[src/rtl/interrupt_monitor_pkg.sv]
// Shared definitions for the multi-channel interrupt monitor: the FSM state
// encoding, the edge-select codes and the edge-qualification helper.
package interrupt_monitor_pkg;

  typedef enum logic [1:0] {
    ST_IDLE               = 2'd0,
    ST_LATCHINITSTATE     = 2'd1,
    ST_RESETTRANSITIONREG = 2'd2,
    ST_ARMED              = 2'd3
  } mon_state_e;

  localparam logic [1:0] EDGE_FALL = 2'b00;
  localparam logic [1:0] EDGE_RISE = 2'b01;
  localparam logic [1:0] EDGE_BOTH = 2'b10;
  localparam logic [1:0] EDGE_RSVD = 2'b11;  // decoded as falling

  // Selects which synchronized edge qualifies under the latched edge mode.
  function automatic logic edge_hit(input logic [1:0] sel, input logic rise, input logic fall);
    logic hit;
    case (sel)
      EDGE_RISE: hit = rise;
      EDGE_BOTH: hit = rise | fall;
      default:   hit = fall;
    endcase
    return hit;
  endfunction

endpackage

[src/rtl/interrupt_sync_edge.sv]
// Per-line synchronizer with history flop and registered rise/fall pulses.
// All synchronizer and history flops reset to 1 (line idle high).
module interrupt_sync_edge #(
  parameter int SYNC_STAGES = 3
) (
  input  logic CLK,
  input  logic RST,
  input  logic line_bar,
  output logic level,
  output logic rise,
  output logic fall
);

  logic [SYNC_STAGES-1:0] sync_r;
  logic                   hist_r;
  logic                   rise_r;
  logic                   fall_r;

  // Shift the raw line through the synchronizer and register edge pulses.
  always_ff @(posedge CLK) begin
    if (RST) begin
      sync_r <= {SYNC_STAGES{1'b1}};
      hist_r <= 1'b1;
      rise_r <= 1'b0;
      fall_r <= 1'b0;
    end else begin
      sync_r <= {sync_r[SYNC_STAGES-2:0], line_bar};
      hist_r <= sync_r[SYNC_STAGES-1];
      rise_r <= ~hist_r & sync_r[SYNC_STAGES-1];
      fall_r <= hist_r & ~sync_r[SYNC_STAGES-1];
    end
  end

  assign level = sync_r[SYNC_STAGES-1];
  assign rise  = rise_r;
  assign fall  = fall_r;

endmodule

[src/rtl/interrupt_monitor_multi.sv]
// Multi-channel interrupt edge monitor: arm sequence FSM, sticky per-channel
// edge flags and optional saturating transition counters.
// Optional feature macro: INTERRUPT_MONITOR_COUNT_EN (enables counters).
module interrupt_monitor_multi
  import interrupt_monitor_pkg::*;
#(
  parameter int N_CH        = 4,
  parameter int SYNC_STAGES = 3,
  parameter int CNT_W       = 8
) (
  input  logic                    CLK,
  input  logic                    RST,
  input  logic                    START,
  input  logic                    STOP,
  input  logic [1:0]              EDGE_SEL,
  input  logic [N_CH-1:0]         CH_MASK,
  input  logic [N_CH-1:0]         INTERRUPT_BAR,
  output logic                    BUSY,
  output logic                    ARMED,
  output logic [N_CH-1:0]         INTERRUPT_INIT_STATE,
  output logic [N_CH-1:0]         INTERRUPT_TRANSITION,
  output logic                    ANY_TRANSITION,
  output logic [N_CH*CNT_W-1:0]   TRANSITION_COUNT
);

  mon_state_e      state_r;
  mon_state_e      state_s;
  logic            busy_r;
  logic            armed_r;
  logic [1:0]      edge_sel_r;
  logic [N_CH-1:0] mask_r;
  logic [N_CH-1:0] init_r;
  logic [N_CH-1:0] trans_r;
  logic            any_r;
  logic [N_CH-1:0] level_s;
  logic [N_CH-1:0] rise_s;
  logic [N_CH-1:0] fall_s;
  logic [N_CH-1:0] hit_s;

  for (genvar g = 0; g < N_CH; g++) begin : g_ch
    interrupt_sync_edge #(.SYNC_STAGES(SYNC_STAGES)) u_sync (
      .CLK      (CLK),
      .RST      (RST),
      .line_bar (INTERRUPT_BAR[g]),
      .level    (level_s[g]),
      .rise     (rise_s[g]),
      .fall     (fall_s[g])
    );
    assign hit_s[g] = mask_r[g] & edge_hit(edge_sel_r, rise_s[g], fall_s[g]);
  end

  // Next-state logic; START/STOP only matter in IDLE and ARMED.
  always_comb begin
    state_s = state_r;
    case (state_r)
      ST_IDLE: begin
        if (START) state_s = ST_LATCHINITSTATE;
        else       state_s = ST_IDLE;
      end
      ST_LATCHINITSTATE:     state_s = ST_RESETTRANSITIONREG;
      ST_RESETTRANSITIONREG: state_s = ST_ARMED;
      ST_ARMED: begin
        if (START)     state_s = ST_LATCHINITSTATE;
        else if (STOP) state_s = ST_IDLE;
        else           state_s = ST_ARMED;
      end
      default: state_s = ST_IDLE;
    endcase
  end

  // State register with BUSY/ARMED registered from the next state.
  always_ff @(posedge CLK) begin
    if (RST) begin
      state_r <= ST_IDLE;
      busy_r  <= 1'b0;
      armed_r <= 1'b0;
    end else begin
      state_r <= state_s;
      busy_r  <= (state_s == ST_LATCHINITSTATE) || (state_s == ST_RESETTRANSITIONREG);
      armed_r <= (state_s == ST_ARMED);
    end
  end

  // Configuration latch, initial-level capture and sticky edge flags.
  always_ff @(posedge CLK) begin
    if (RST) begin
      edge_sel_r <= EDGE_FALL;
      mask_r     <= {N_CH{1'b0}};
      init_r     <= {N_CH{1'b0}};
      trans_r    <= {N_CH{1'b0}};
      any_r      <= 1'b0;
    end else begin
      case (state_r)
        ST_LATCHINITSTATE: begin
          edge_sel_r <= EDGE_SEL;
          mask_r     <= CH_MASK;
          init_r     <= level_s;
        end
        ST_RESETTRANSITIONREG: begin
          trans_r <= {N_CH{1'b0}};
          any_r   <= 1'b0;
        end
        ST_ARMED: begin
          trans_r <= trans_r | hit_s;
          any_r   <= |(trans_r | hit_s);
        end
        default: begin
          trans_r <= trans_r;
          any_r   <= any_r;
        end
      endcase
    end
  end

`ifdef INTERRUPT_MONITOR_COUNT_EN
  localparam logic [CNT_W-1:0] CNT_MAX = {CNT_W{1'b1}};
  localparam logic [CNT_W-1:0] CNT_ONE = CNT_W'(1'b1);

  logic [CNT_W-1:0] cnt_r [N_CH];

  // Saturating per-channel counters of qualified edges.
  always_ff @(posedge CLK) begin
    if (RST) begin
      for (int i = 0; i < N_CH; i++) cnt_r[i] <= {CNT_W{1'b0}};
    end else begin
      case (state_r)
        ST_RESETTRANSITIONREG: begin
          for (int i = 0; i < N_CH; i++) cnt_r[i] <= {CNT_W{1'b0}};
        end
        ST_ARMED: begin
          for (int i = 0; i < N_CH; i++) begin
            if (hit_s[i] && (cnt_r[i] != CNT_MAX)) cnt_r[i] <= cnt_r[i] + CNT_ONE;
            else                                   cnt_r[i] <= cnt_r[i];
          end
        end
        default: begin
          for (int i = 0; i < N_CH; i++) cnt_r[i] <= cnt_r[i];
        end
      endcase
    end
  end

  for (genvar g = 0; g < N_CH; g++) begin : g_cnt
    assign TRANSITION_COUNT[g*CNT_W +: CNT_W] = cnt_r[g];
  end
`else
  assign TRANSITION_COUNT = {(N_CH*CNT_W){1'b0}};
`endif

  assign BUSY                 = busy_r;
  assign ARMED                = armed_r;
  assign INTERRUPT_INIT_STATE = init_r;
  assign INTERRUPT_TRANSITION = trans_r;
  assign ANY_TRANSITION       = any_r;

endmodule

[config.mk]
export PLATFORM = sky130hd
export DESIGN_NAME = interrupt_monitor_multi
export DESIGN_NICKNAME = d
export VERILOG_FILES = /design/src/rtl/interrupt_monitor_pkg.sv /design/src/rtl/interrupt_sync_edge.sv /design/src/rtl/interrupt_monitor_multi.sv
export SDC_FILE = /design/constraint.sdc
export NUM_CORES = 1
export LEC_CHECK = 0
export CAP_MARGIN = 30
export CORE_MARGIN = 3
export CORE_UTILIZATION = 48
export CTS_CLUSTER_SIZE = 12
export DETAILED_ROUTE_END_ITERATION = 6
export PLACE_DENSITY = 0.8
export SYNTH_ARGS = -nofsm -noshare
export SYNTH_HDL_FRONTEND = slang
export SYNTH_SLANG_ARGS = --single-unit
export TNS_END_PERCENT = 10
[constraint.sdc]
create_clock -name CLK -period 4.65 [get_ports CLK]
set_clock_uncertainty 0.2 [all_clocks]
set_input_delay 0.465 -clock CLK [delete_from_list [all_inputs] [get_ports CLK]]
set_output_delay 0.465 -clock CLK [all_outputs]
set_load 0.02 [all_outputs]
# Word level (Yosys, flattened, before mapping)
# Cells that the tools add are included.
[word_totals]
word_cells = 71
register_bits = 43
out_inout_bits = 43
[classes]
reduce_logical = 4
n_mux = 10
n_eq_ne = 8
bitwise = 25
[ops]
columns = ["op", "count"]
rows = [
  ["bitwise AND 1 bit", 12],
  ["equality test 2 bit (second input constant)", 5],
  ["one-hot mux 1 bit (2 select lines)", 5],
  ["NOT 1 bit", 8],
  ["one-hot mux 2 bit (4 select lines)", 1],
  ["one-hot mux 4 bit (2 select lines)", 1],
  ["equality test 2 x 1 -> 1 bit (second input constant)", 3],
  ["2-to-1 mux 2 bit", 2],
  ["bitwise OR 1 bit", 4],
  ["bitwise OR 4 bit", 1],
  ["OR reduction 4 bit", 1],
  ["logical NOT 2 bit", 1],
  ["nonzero test 2 bit", 1],
  ["logical OR 1 bit", 1],
  ["2-to-1 mux 1 bit", 1],
]

# Logic depth before layout (Yosys ltp)
# Gate-level depths: netlist (run 1).
[depth]
ltp_word = 6
ltp_mapped = 7
depth_no_buf = 7

# Cells and area by module
# From an unflattened synthesis (run 1), not the netlist that was laid out.
[unflattened]
cells_unflattened = 184
area_unflattened_um2 = 1742.9
[by_module_without_submodules]
columns = ["module", "seq_area_each_um2", "cells_each", "area_per_inst_um2", "instances"]
rows = [
  ["interrupt_monitor_multi", 380.4, 136, 1102.3, 1],
  ["interrupt_sync_edge", 120.1, 12, 160.2, 4],
]

# Worst setup path before layout (run 1)
# Ideal clock, no wire load.
[synth_timing]
path_kind = "register to register"
from = "reg edge_sel_r[0]"
to = "reg any_r, in the netlist ANY_TRANSITION"
t_required_ns = 4.322
period_less_slack_ns = 1.734
setup_time_ns = 0.128
slack_ns = 2.916
t_arrival_ns = 1.406
path_stages_with_launch = 8
cell_sequence = "dfxtp_1 > inv_1 > ha_1 > nor2b_1 > o21ai_0 > a21boi_2 > nor4b_2 > o31ai_1"
[synth_between]
elab_chain_cells = 6
elab_cells_between_ends = 13
cone_classes = "eq/ne: 2; mux: 5; bitwise: 5; reduce/logical: 1"
[synth_lines]
columns = ["item", "line", "source"]
rows = [
  ["start, declared", "interrupt_monitor_multi.sv:30", "logic [1:0] edge_sel_r;"],
  ["start signal, assigned", "interrupt_monitor_multi.sv:87", "edge_sel_r <= EDGE_FALL;"],
  ["start signal, assigned", "interrupt_monitor_multi.sv:95", "edge_sel_r <= EDGE_SEL;"],
  ["equality test 2 bit / equality test 2 x 1 -> 1 bit (equally long branches)", "interrupt_monitor_pkg.sv:20", "case (sel)"],
  ["one-hot mux 1 bit (2 select lines)", "interrupt_monitor_pkg.sv:20", ""],
  ["bitwise AND 1 bit", "interrupt_monitor_multi.sv:49", "assign hit_s[g] = mask_r[g] & edge_hit(edge_sel_r, rise_s[g], fall_s[g]);"],
  ["bitwise OR 4 bit *", "interrupt_monitor_multi.sv:105", "any_r <= |(trans_r | hit_s);"],
  ["OR reduction 4 bit *", "interrupt_monitor_multi.sv:105", ""],
  ["one-hot mux 1 bit (2 select lines) *", "interrupt_monitor_multi.sv:93", "case (state_r)"],
  ["end signal, assigned", "interrupt_monitor_multi.sv:105", ""],
  ["end signal, assigned", "interrupt_monitor_multi.sv:109", "any_r <= any_r;"],
  ["end, declared", "interrupt_monitor_multi.sv:34", "logic any_r;"],
]
# Mark *: on every way between the ends. The rest lies on a longest branch, timed or not.
# A chain may end at the register's enable or synchronous reset.

# Worst setup path in the final report (run 1)
[layout_timing]
from = "reg init_r[1], in the netlist INTERRUPT_INIT_STATE[1]"
to = "out INTERRUPT_INIT_STATE[1]"
[layout_lines]
columns = ["item", "line", "source"]
rows = [
  ["start, declared", "interrupt_monitor_multi.sv:32", "logic [N_CH-1:0] init_r;"],
  ["start signal, assigned", "interrupt_monitor_multi.sv:89", "init_r <= {N_CH{1'b0}};"],
  ["start signal, assigned", "interrupt_monitor_multi.sv:97", "init_r <= level_s;"],
  ["end, declared", "interrupt_monitor_multi.sv:20", "output logic [N_CH-1:0] INTERRUPT_INIT_STATE,"],
]
# No word-level cell between the ends.

==> results of run 1 <==
[per-stage QoR]
step | power [uW] | instance area, um2
final | 666 | 1960
after global routing | 698 | 1960
after CTS | 671 | 1960
after detailed placement | 494 | 1910
after global placement | 489 | 1880
after floorplan | 482 | 1850
[sequential cells by signal (all words and copies together) (netlist names)]
register              cells
BUSY                      1
INTERRUPT_TRANSITION      4
g_ch.u_sync.fall          4
state_r                   2
edge_sel_r                2
g_ch.u_sync.sync_r       12
g_ch.u_sync.hist_r        4
g_ch.u_sync.rise          4
mask_r                    4
ARMED                     1
ANY_TRANSITION            1
INTERRUPT_INIT_STATE      4
[power breakdown]
group          internal (uW)  switching, uW  total, uW
sequential               384           9.69        393
combinational           35.7           55.8       91.5
clock                   70.1            111        181
[Yosys cell counts]
| master | instances | share of area |
|---|---|---|
| buf_2 | 1 | 0.0029 |
| nor2_1 | 10 | 0.022 |
| a21o_1 | 1 | 0.0043 |
| or2_1 | 16 | 0.058 |
| o211ai_1 | 1 | 0.0043 |
| conb_1 | 1 | 0.0022 |
| o21ai_0 | 5 | 0.014 |
| a22oi_1 | 3 | 0.013 |
| o21ai_1 | 1 | 0.0029 |
| o31ai_1 | 1 | 0.0043 |
| nor4b_2 | 1 | 0.0087 |
| a21boi_1 | 1 | 0.0043 |
| inv_2 | 1 | 0.0022 |
| buf_4 | 32 | 0.14 |
| or4_1 | 1 | 0.0043 |
| a21boi_2 | 2 | 0.013 |
| nand2b_1 | 2 | 0.0072 |
| a31oi_1 | 1 | 0.0036 |
| a21oi_1 | 15 | 0.043 |
| dfxtp_1 | 43 | 0.50 |
| inv_1 | 7 | 0.015 |
| nor3b_1 | 4 | 0.017 |
| nand2_1 | 21 | 0.046 |
| buf_1 | 1 | 0.0022 |
| o21a_1 | 1 | 0.0043 |
| nor2b_1 | 7 | 0.025 |
| nor2_2 | 1 | 0.0036 |
| ha_1 | 3 | 0.022 |
| or3b_2 | 1 | 0.0051 |
| clkbuf_1 | 4 | 0.0087 |
[layer usage]
metal	track usage	vias to the layer above	routed length (um)
met1	0.148	505	1150
met2	0.207	34	1200
met3	0.0612	6	212
met4	0.0685	0	61
met5	0	-	0
li1	-	599	-
[final cells by class]
| class | instances | area [um2] |
|---|---|---|
| clock buffers | 6 | 51.3 |
| clock inverters | 1 | 5.00 |
| fillers | 319 | 1450 |
| inverters | 8 | 30.0 |
| multi-input cells | 131 | 692 |
| flip-flops and latches | 43 | 861 |
| well taps | 46 | 57.6 |
| repair buffers | 25 | 268 |
[path summary, 6_finish.rpt]
kind                                            endpoint                     start  slack (ps)
worst max register to register            ANY_TRANSITION             edge_sel_r[0]        2720
worst max-delay path             INTERRUPT_INIT_STATE[1]   INTERRUPT_INIT_STATE[1]        2650
worst min-delay path            g_ch[2].u_sync.sync_r[2]  g_ch[2].u_sync.sync_r[1]         210
worst min register to register  g_ch[2].u_sync.sync_r[2]  g_ch[2].u_sync.sync_r[1]         210
[kinds of logic (layout without fill, tap and decap cells)]
logic type	Yosys count	count (layout)	share of synthesized area
compound gates	32	32	0.112
fa+ha+maj	3	3	0.0217
buf+inv	46	40	0.170
flops	43	43	0.497
other cells	1	32	0.00217
simple gates	64	64	0.197
==> run metrics, run 1 <==
ANT cells=0; Clock Root Buffer=clkbuf_4; Startpoint Class=flop; CP Cell Sequence=clkdlybuf4s50_1; core area=3420 um2; Vias/cell=4.40; outcome=finished clean; synthesized instance count=189; pins over their slew limit=0; unrepaired setup endpoints after global routing=false; post_cts resized=0; largest net degree at the start of global routing=33; # IOs=57; Inst Count DP=253; Die Span X=66.0 um; mapped cell area=1730 um2; crit path DAT=1340 ps; num rows=21; CTS tree=built; Setup Buffers After CTS=0; commonest non-fill, non-tap cell in the layout=dfxtp_1; Worst Path Required=3980 ps; fin cells=260; dpl ws=2570 ps; via count=1144; Antenna Nets Post-Route=0; H-tree depth=2; Clock Path Buffers=2; R2R depth=7; Core Util, Final=0.575; Total Routing Usage GR=0.131; worst vdd ir=0.219 mV; crit path time final=2000 ps; Area Growth Syn to Fin=13.5%; cts bufs inserted=5; fmax=0.500 GHz; placed wire-length estimate=1870 um; register area share after synthesis=0.497; Yosys cell types=30; Vert. Die Dim=66.0 um; most frequent cells in the layout=43 x dfxtp_1, 32 x conb_1, 24 x clkdlybuf4s50_1; synthesized area per cell=9.16 um2; Nets=231; drt pass-1 iters=4; Largest stage delay, worst path=620 ps; worst hold slack=212 ps; CP Depth=1; GPL Wtd Cong=0.738; I/O Buffers=24; Power Density=339 nW/um2; Setup WS post-layout=2650 ps; HP Class=reg -> reg; DR iter-0 viols=36; CP endpoint kind=output port; grt ovf=0; Yosys reg bits=43; setup tns final=0 ps; Slowest-stage cell, CP=clkdlybuf4s50_1; Final Cycle Share=0.430; delay-heaviest family, CP=buffers and inverters; routed len/inst=10.1 um; Die Footprint=4360 um2; drt drc=0; CTS Hold Bufs=0; Setup CP Type=reg -> out; share of post-route cells with drive strength above 1=0.0654; Initial Util=0.507; Final Setup Violations=0; Yosys Warn Count=0; number of global-route vias before repair=956; WHS Path Cells=1; max cap viols=0; Leak=0.000804 uW; final hold violations=0; TritonCTS Sinks=43; worst-path fanout max=2; global-route wire length before repair=4220 um; initial antenna violation count=0; final WL=2630 um; buffer and inverter count on the worst path=1; Worst-path clk slew=110 ps; clk_lat worst skew=350 ps
Note: power is estimated with default switching activity, not from simulation.
==> run 2, diff against run 1 <==
--- a/config.mk
+++ b/config.mk
@@ -7,10 +7,10 @@
 export LEC_CHECK = 0
 export CAP_MARGIN = 30
 export CORE_MARGIN = 3
-export CORE_UTILIZATION = 48
+export CORE_UTILIZATION = 45
 export CTS_CLUSTER_SIZE = 12
 export DETAILED_ROUTE_END_ITERATION = 6
-export PLACE_DENSITY = 0.8
+export PLACE_DENSITY = 0.76
 export SYNTH_ARGS = -nofsm -noshare
 export SYNTH_HDL_FRONTEND = slang
 export SYNTH_SLANG_ARGS = --single-unit
==> constraint.sdc (replaced) <==
create_clock -name CLK -period 1.9 [get_ports CLK]
set_clock_uncertainty 0.2 [all_clocks]
set_input_delay 0.19 -clock CLK [delete_from_list [all_inputs] [get_ports CLK]]
set_output_delay 0.19 -clock CLK [all_outputs]
set_load 0.02 [all_outputs]
==> run 2 against run 1 <==
- utilization grew 0.17 points
- largest power group unchanged
- global-route usage grew 0.30 points
- die area grew 6.1%
- total power grew to 2.9 times the previous value
- critical path type is now reg -> reg
- via count shrank 1.2%
- critical endpoint is now ANY_TRANSITION
- sequential power grew 150%
- wire length grew 6.4%
==> run metrics, run 2 (synthesized netlist as in run 1, its figures left out) <==
Biggest register=g_ch.u_sync.sync_r; # IOs=57 (unchanged); unrepaired setup endpoints after global routing=false; CP endpoint kind=flop; grt ovf=0 (unchanged); Sw Ratio=0.237 (-0.0280); Worst-path clk slew=80 ps (-30 ps); drt drc=0 (unchanged); TritonCTS Sinks=43 (unchanged); share of post-route cells with drive strength above 1=0.0880 (+0.0225); CTS Hold Bufs=0 (unchanged); global-route wire length before repair=4530 um (+7.2%); clk_lat worst skew=290 ps (-60 ps); Leak=0.000829 uW (+3.1%); final hold violations=0 (unchanged); initial antenna violation count=0 (unchanged); Clk network pwr share=0.375 (+0.103); fmax=0.561 GHz; Vert. Die Dim=68.0 um (+3.0%); Final Cycle Share=0.938; setup tns final=0 ps (unchanged); DR iter-0 viols=43 (+19%); Initial Util=0.491 (-0.0151); crit path DAT=1750 ps (+410 ps); CTS tree=built; drt pass-1 iters=2 (-2); Antenna Nets Post-Route=0 (unchanged); Clock Path Buffers=2 (unchanged); Setup CP Type=reg -> reg; CP Cell Sequence=inv_1 > ha_4 > nor2b_1 > a22oi_1 > a21boi_2 > nor4b_2 > o31ai_1; ANT cells=0 (unchanged); num rows=21 (unchanged); max cap viols=0 (unchanged); pins over their slew limit=0 (unchanged); Internal=1450 uW (+200%); Inst Count DP=254 (+0.40%); worst-path fanout max=8 (+6); placed cell area=1900 um2 (-0.66%); Area Growth Syn to Fin=17.4%; Power Density=938 nW/um2 (+180%); GPL Wtd Cong=0.788 (+6.8%); most frequent cells in the layout=42 x dfxtp_1, 32 x conb_1, 24 x clkdlybuf4s50_1; worst vdd ir=0.583 mV (+170%); final instance area=2030 um2 (+3.4%); final WL=2800 um (+6.4%); commonest non-fill, non-tap cell in the layout=dfxtp_1; Nets=232 (+0.43%); I/O Buffers=24 (unchanged); crit path time final=1780 ps; Worst Path Required=1870 ps (-2110 ps); Total Routing Usage GR=0.134 (+0.00297); Switch Pwr=451 uW (+160%); Vias/cell=4.31 (-2.0%); core area=3520 um2 (+3.1%); power consumption=1900 uW (+190%); placed wire-length estimate=2030 um (+8.8%); via count=1130 (-1.2%); Setup Buffers After CTS=0 (unchanged); Comb power frac=0.119 (-0.018); Clock Root Buffer=clkbuf_8; fin cells=262 (+0.77%); Die Footprint=4630 um2 (+6.1%); routed len/inst=10.7 um (+5.6%); H-tree depth=2 (unchanged); Final Setup Violations=0 (unchanged); HP Class=reg -> reg; number of global-route vias before repair=1043 (+9.1%); Startpoint Class=flop; outcome=finished clean; register share of total power=0.506 (-0.085); Die Span X=68.0 um (+3.0%); max reg flops=12 (unchanged); Largest stage delay, worst path=340 ps (-280 ps); largest net degree at the start of global routing=24 (-27%); Slowest-stage cell, CP=dfxtp_2; cts bufs inserted=5 (unchanged)
-- run 2: cell types whose count changed in the layout (fill, tap and decap cells not counted), sizes merged --
cell    delta
bufinv     +1
buf        +1
-- run 2: area by class of cell --
class | count | area, um2
Inverter | 8 | 30.0
Tap cell | 46 | 57.6
Multi-Input combinational cell | 131 | 708
Clock inverter | 2 | 35.0
Clock buffer | 6 | 82.6
Fill cell | 343 | 1490
Sequential cell | 43 | 862
Timing Repair Buffer | 26 | 255
-- run 2: final timing paths --
path,endpoint,cells after the start,slack [ps],start
hold / removal,g_ch[0].u_sync.sync_r[2],1,210,g_ch[0].u_sync.sync_r[1]
hold reg to reg,g_ch[0].u_sync.sync_r[2],1,210,g_ch[0].u_sync.sync_r[1]
setup reg to reg,ANY_TRANSITION,7,120,edge_sel_r[0]
setup / recovery,ANY_TRANSITION,7,120,edge_sel_r[0]
-- run 2: routing by layer --
metal  vias up  share of wire  global-route usage
li1        595              -                   -
met1       500           0.46               0.157
met2        33           0.47               0.217
met3         2          0.062              0.0542
met4         0         0.0068              0.0571
met5         -              0                   0
-- run 2: worst max-delay path, delay by kind of cell, from the launching register on --
kind	cells	cell delay, ps
compound gates	3	360
fa+ha+maj	1	300
buf+inv	1	70
flops	1	340
simple gates	2	400
-- run 2: timing repair --
| action | in CTS | in global routing |
|---|---|---|
| pin swaps | 0 | 1 |
| resized for setup | 2 | 5 |
| endpoints found under the setup margin | 1 | 1 |
-- run 2: power groups by stage --
stage          registers (uW)  logic, uW  clock network, uW
2_1_floorplan             990        190                  0
3_3_place_gp              983        219                  0
3_5_place_dp              984        221                  0
4_1_cts                   963        224                737
5_1_grt                   969        253                771
6_report                  963        227                713
-- run 2: stage by stage --
step / setup slack [ps] / utilization / hold slack [ps]
floorplan: 166 / - / 87.1
global placement: 103 / 0.538 / 185
detailed placement: -53.3 / 0.538 / 188
CTS: 19.9 / 0.572 / 207
global route: 7.66 / 0.577 / 240
finish: 118 / 0.577 / 206
==> run 3, diff against run 2 <==
--- a/config.mk
+++ b/config.mk
@@ -10,6 +10,7 @@
 export CORE_UTILIZATION = 45
 export CTS_CLUSTER_SIZE = 12
 export DETAILED_ROUTE_END_ITERATION = 6
+export GPL_TIMING_DRIVEN = 0
 export PLACE_DENSITY = 0.76
 export SYNTH_ARGS = -nofsm -noshare
 export SYNTH_HDL_FRONTEND = slang
==> run 3 against run 2 <==
- final cell count up 13%
- register-to-register slack about the same
- worst hold slack worse by 140 ps
- clock power down 24%
==> run metrics, run 3 (synthesized netlist as in run 1, its figures left out) <==
TritonCTS Sinks=43 (unchanged); crit path DAT=1740 ps (about the same); Vert. Die Dim=68.0 um (unchanged); Startpoint Class=flop; placed cell area=2130 um2 (+13%); placed wire-length estimate=2080 um (+2.2%); Clock Root Buffer=clkbuf_8; Inst Count DP=289 (+14%); # IOs=57 (unchanged); Biggest register=g_ch.u_sync.sync_r; Final Setup Violations=0 (unchanged); Core Util, Final=0.636 (+0.0597); Final Cycle Share=0.934 (-0.00387); core area=3520 um2 (unchanged); global-route wire length before repair=4530 um (unchanged); fmax=0.563 GHz (+0.41%); Setup Buffers After CTS=0 (unchanged); outcome=finished clean; Area Growth Syn to Fin=29.5%; worst vdd ir=0.564 mV (-3.3%); Total Routing Usage GR=0.135 (+0.00122); num rows=21 (unchanged); share of post-route cells with drive strength above 1=0.187 (+0.0993); cts bufs inserted=5 (unchanged); Worst Path Required=1870 ps (about the same); max cap viols=0 (unchanged); final WL=2890 um (+3.4%); largest net degree at the start of global routing=13 (-46%); drt pass-1 iters=4 (+2); Die Span X=68.0 um (unchanged); max reg flops=12 (unchanged); pins over their slew limit=0 (unchanged); final instance area=2240 um2 (+10%); worst-path fanout max=8 (unchanged); Antenna Nets Post-Route=0 (unchanged); Clock Path Buffers=2 (unchanged); H-tree depth=2 (unchanged); commonest non-fill, non-tap cell in the layout=dfxtp_1; Power Density=795 nW/um2 (-15%); GPL Wtd Cong=0.730 (-7.4%); crit path time final=1780 ps (-7.35 ps); Die Footprint=4630 um2 (unchanged); CTS Hold Bufs=0 (unchanged); Setup CP Type=reg -> reg; Initial Util=0.491 (unchanged); unrepaired setup endpoints after global routing=false; grt ovf=0 (unchanged); CP endpoint kind=flop; most frequent cells in the layout=43 x dfxtp_1, 32 x buf_4, 32 x conb_1; Vias/cell=4.09 (-5.1%); worst hold slack=71.2 ps (-135 ps); clk_lat worst skew=290 ps (about the same); Worst-path clk slew=70 ps (about the same); CTS tree=built; ANT cells=0 (unchanged); final hold violations=0 (unchanged); I/O Buffers=23 (-4.2%); Leak=0.000995 uW (+20%); DR iter-0 viols=39 (-9.3%); initial antenna violation count=0 (unchanged); setup tns final=0 ps (unchanged); drt drc=0 (unchanged); HP Class=in -> reg; number of global-route vias before repair=1039 (-0.38%); routed len/inst=9.73 um (-8.8%); via count=1216 (+7.6%); fin cells=297 (+13%); Nets=267 (+15%)
-- run 3: layout make-up --
class / count / area (um2)
clock buffers: 7 / 76.3
inverters: 8 / 30.0
well taps: 46 / 57.6
plain buffers: 38 / 264
multi-input cells: 131 / 717
repair buffers: 23 / 230
flip-flops and latches: 43 / 861
fillers: 330 / 1280
clock inverters: 1 / 5.00
-- run 3: where the power goes --
| part | internal (uW) | switching [uW] | total [uW] |
|---|---|---|---|
| clock | 258 | 282 | 540 |
| combinational | 132 | 152 | 284 |
| sequential | 939 | 19.4 | 959 |
| total | 1330 | 453 | 1780 |
-- run 3: worst max-delay path, cell delays in order, from the launching register on --
cell,delay (ps)
dfxtp_1,350
inv_1,80
ha_4,300
nor2b_1,60
a22oi_1,170
a21boi_2,110
nor4b_4,290
o31ai_1,90
-- run 3: worst paths after layout --
check                           startpoint                  endpoint  slack, ps  depth (start not counted)
setup / recovery             edge_sel_r[0]            ANY_TRANSITION        120                          7
hold / removal                         RST                     ARMED         70                          2
setup reg to reg             edge_sel_r[0]            ANY_TRANSITION        120                          7
hold reg to reg   g_ch[1].u_sync.sync_r[0]  g_ch[1].u_sync.sync_r[1]        200                          1
-- run 3: what timing repair did --
item | CTS | global route
endpoints found under the setup margin | 1 | 1
resized for setup | 2 | 4
endpoints found under the hold margin | 0 | 0
gates cloned | 0 | 0
-- run 3: stage by stage --
stage,setup WS (ps),power (uW)
after detailed placement,-34.6,1260
after global placement,8.09,1250
after CTS,22.4,1800
after global routing,0.613,1870
final,125,1780
after floorplan,166,1180
-- run 3: layer usage --
metal  routed length (um)  track usage
met5                    0            0
met4                   54       0.0744
met3                  214       0.0558
met2                 1330        0.203
met1                 1290        0.163
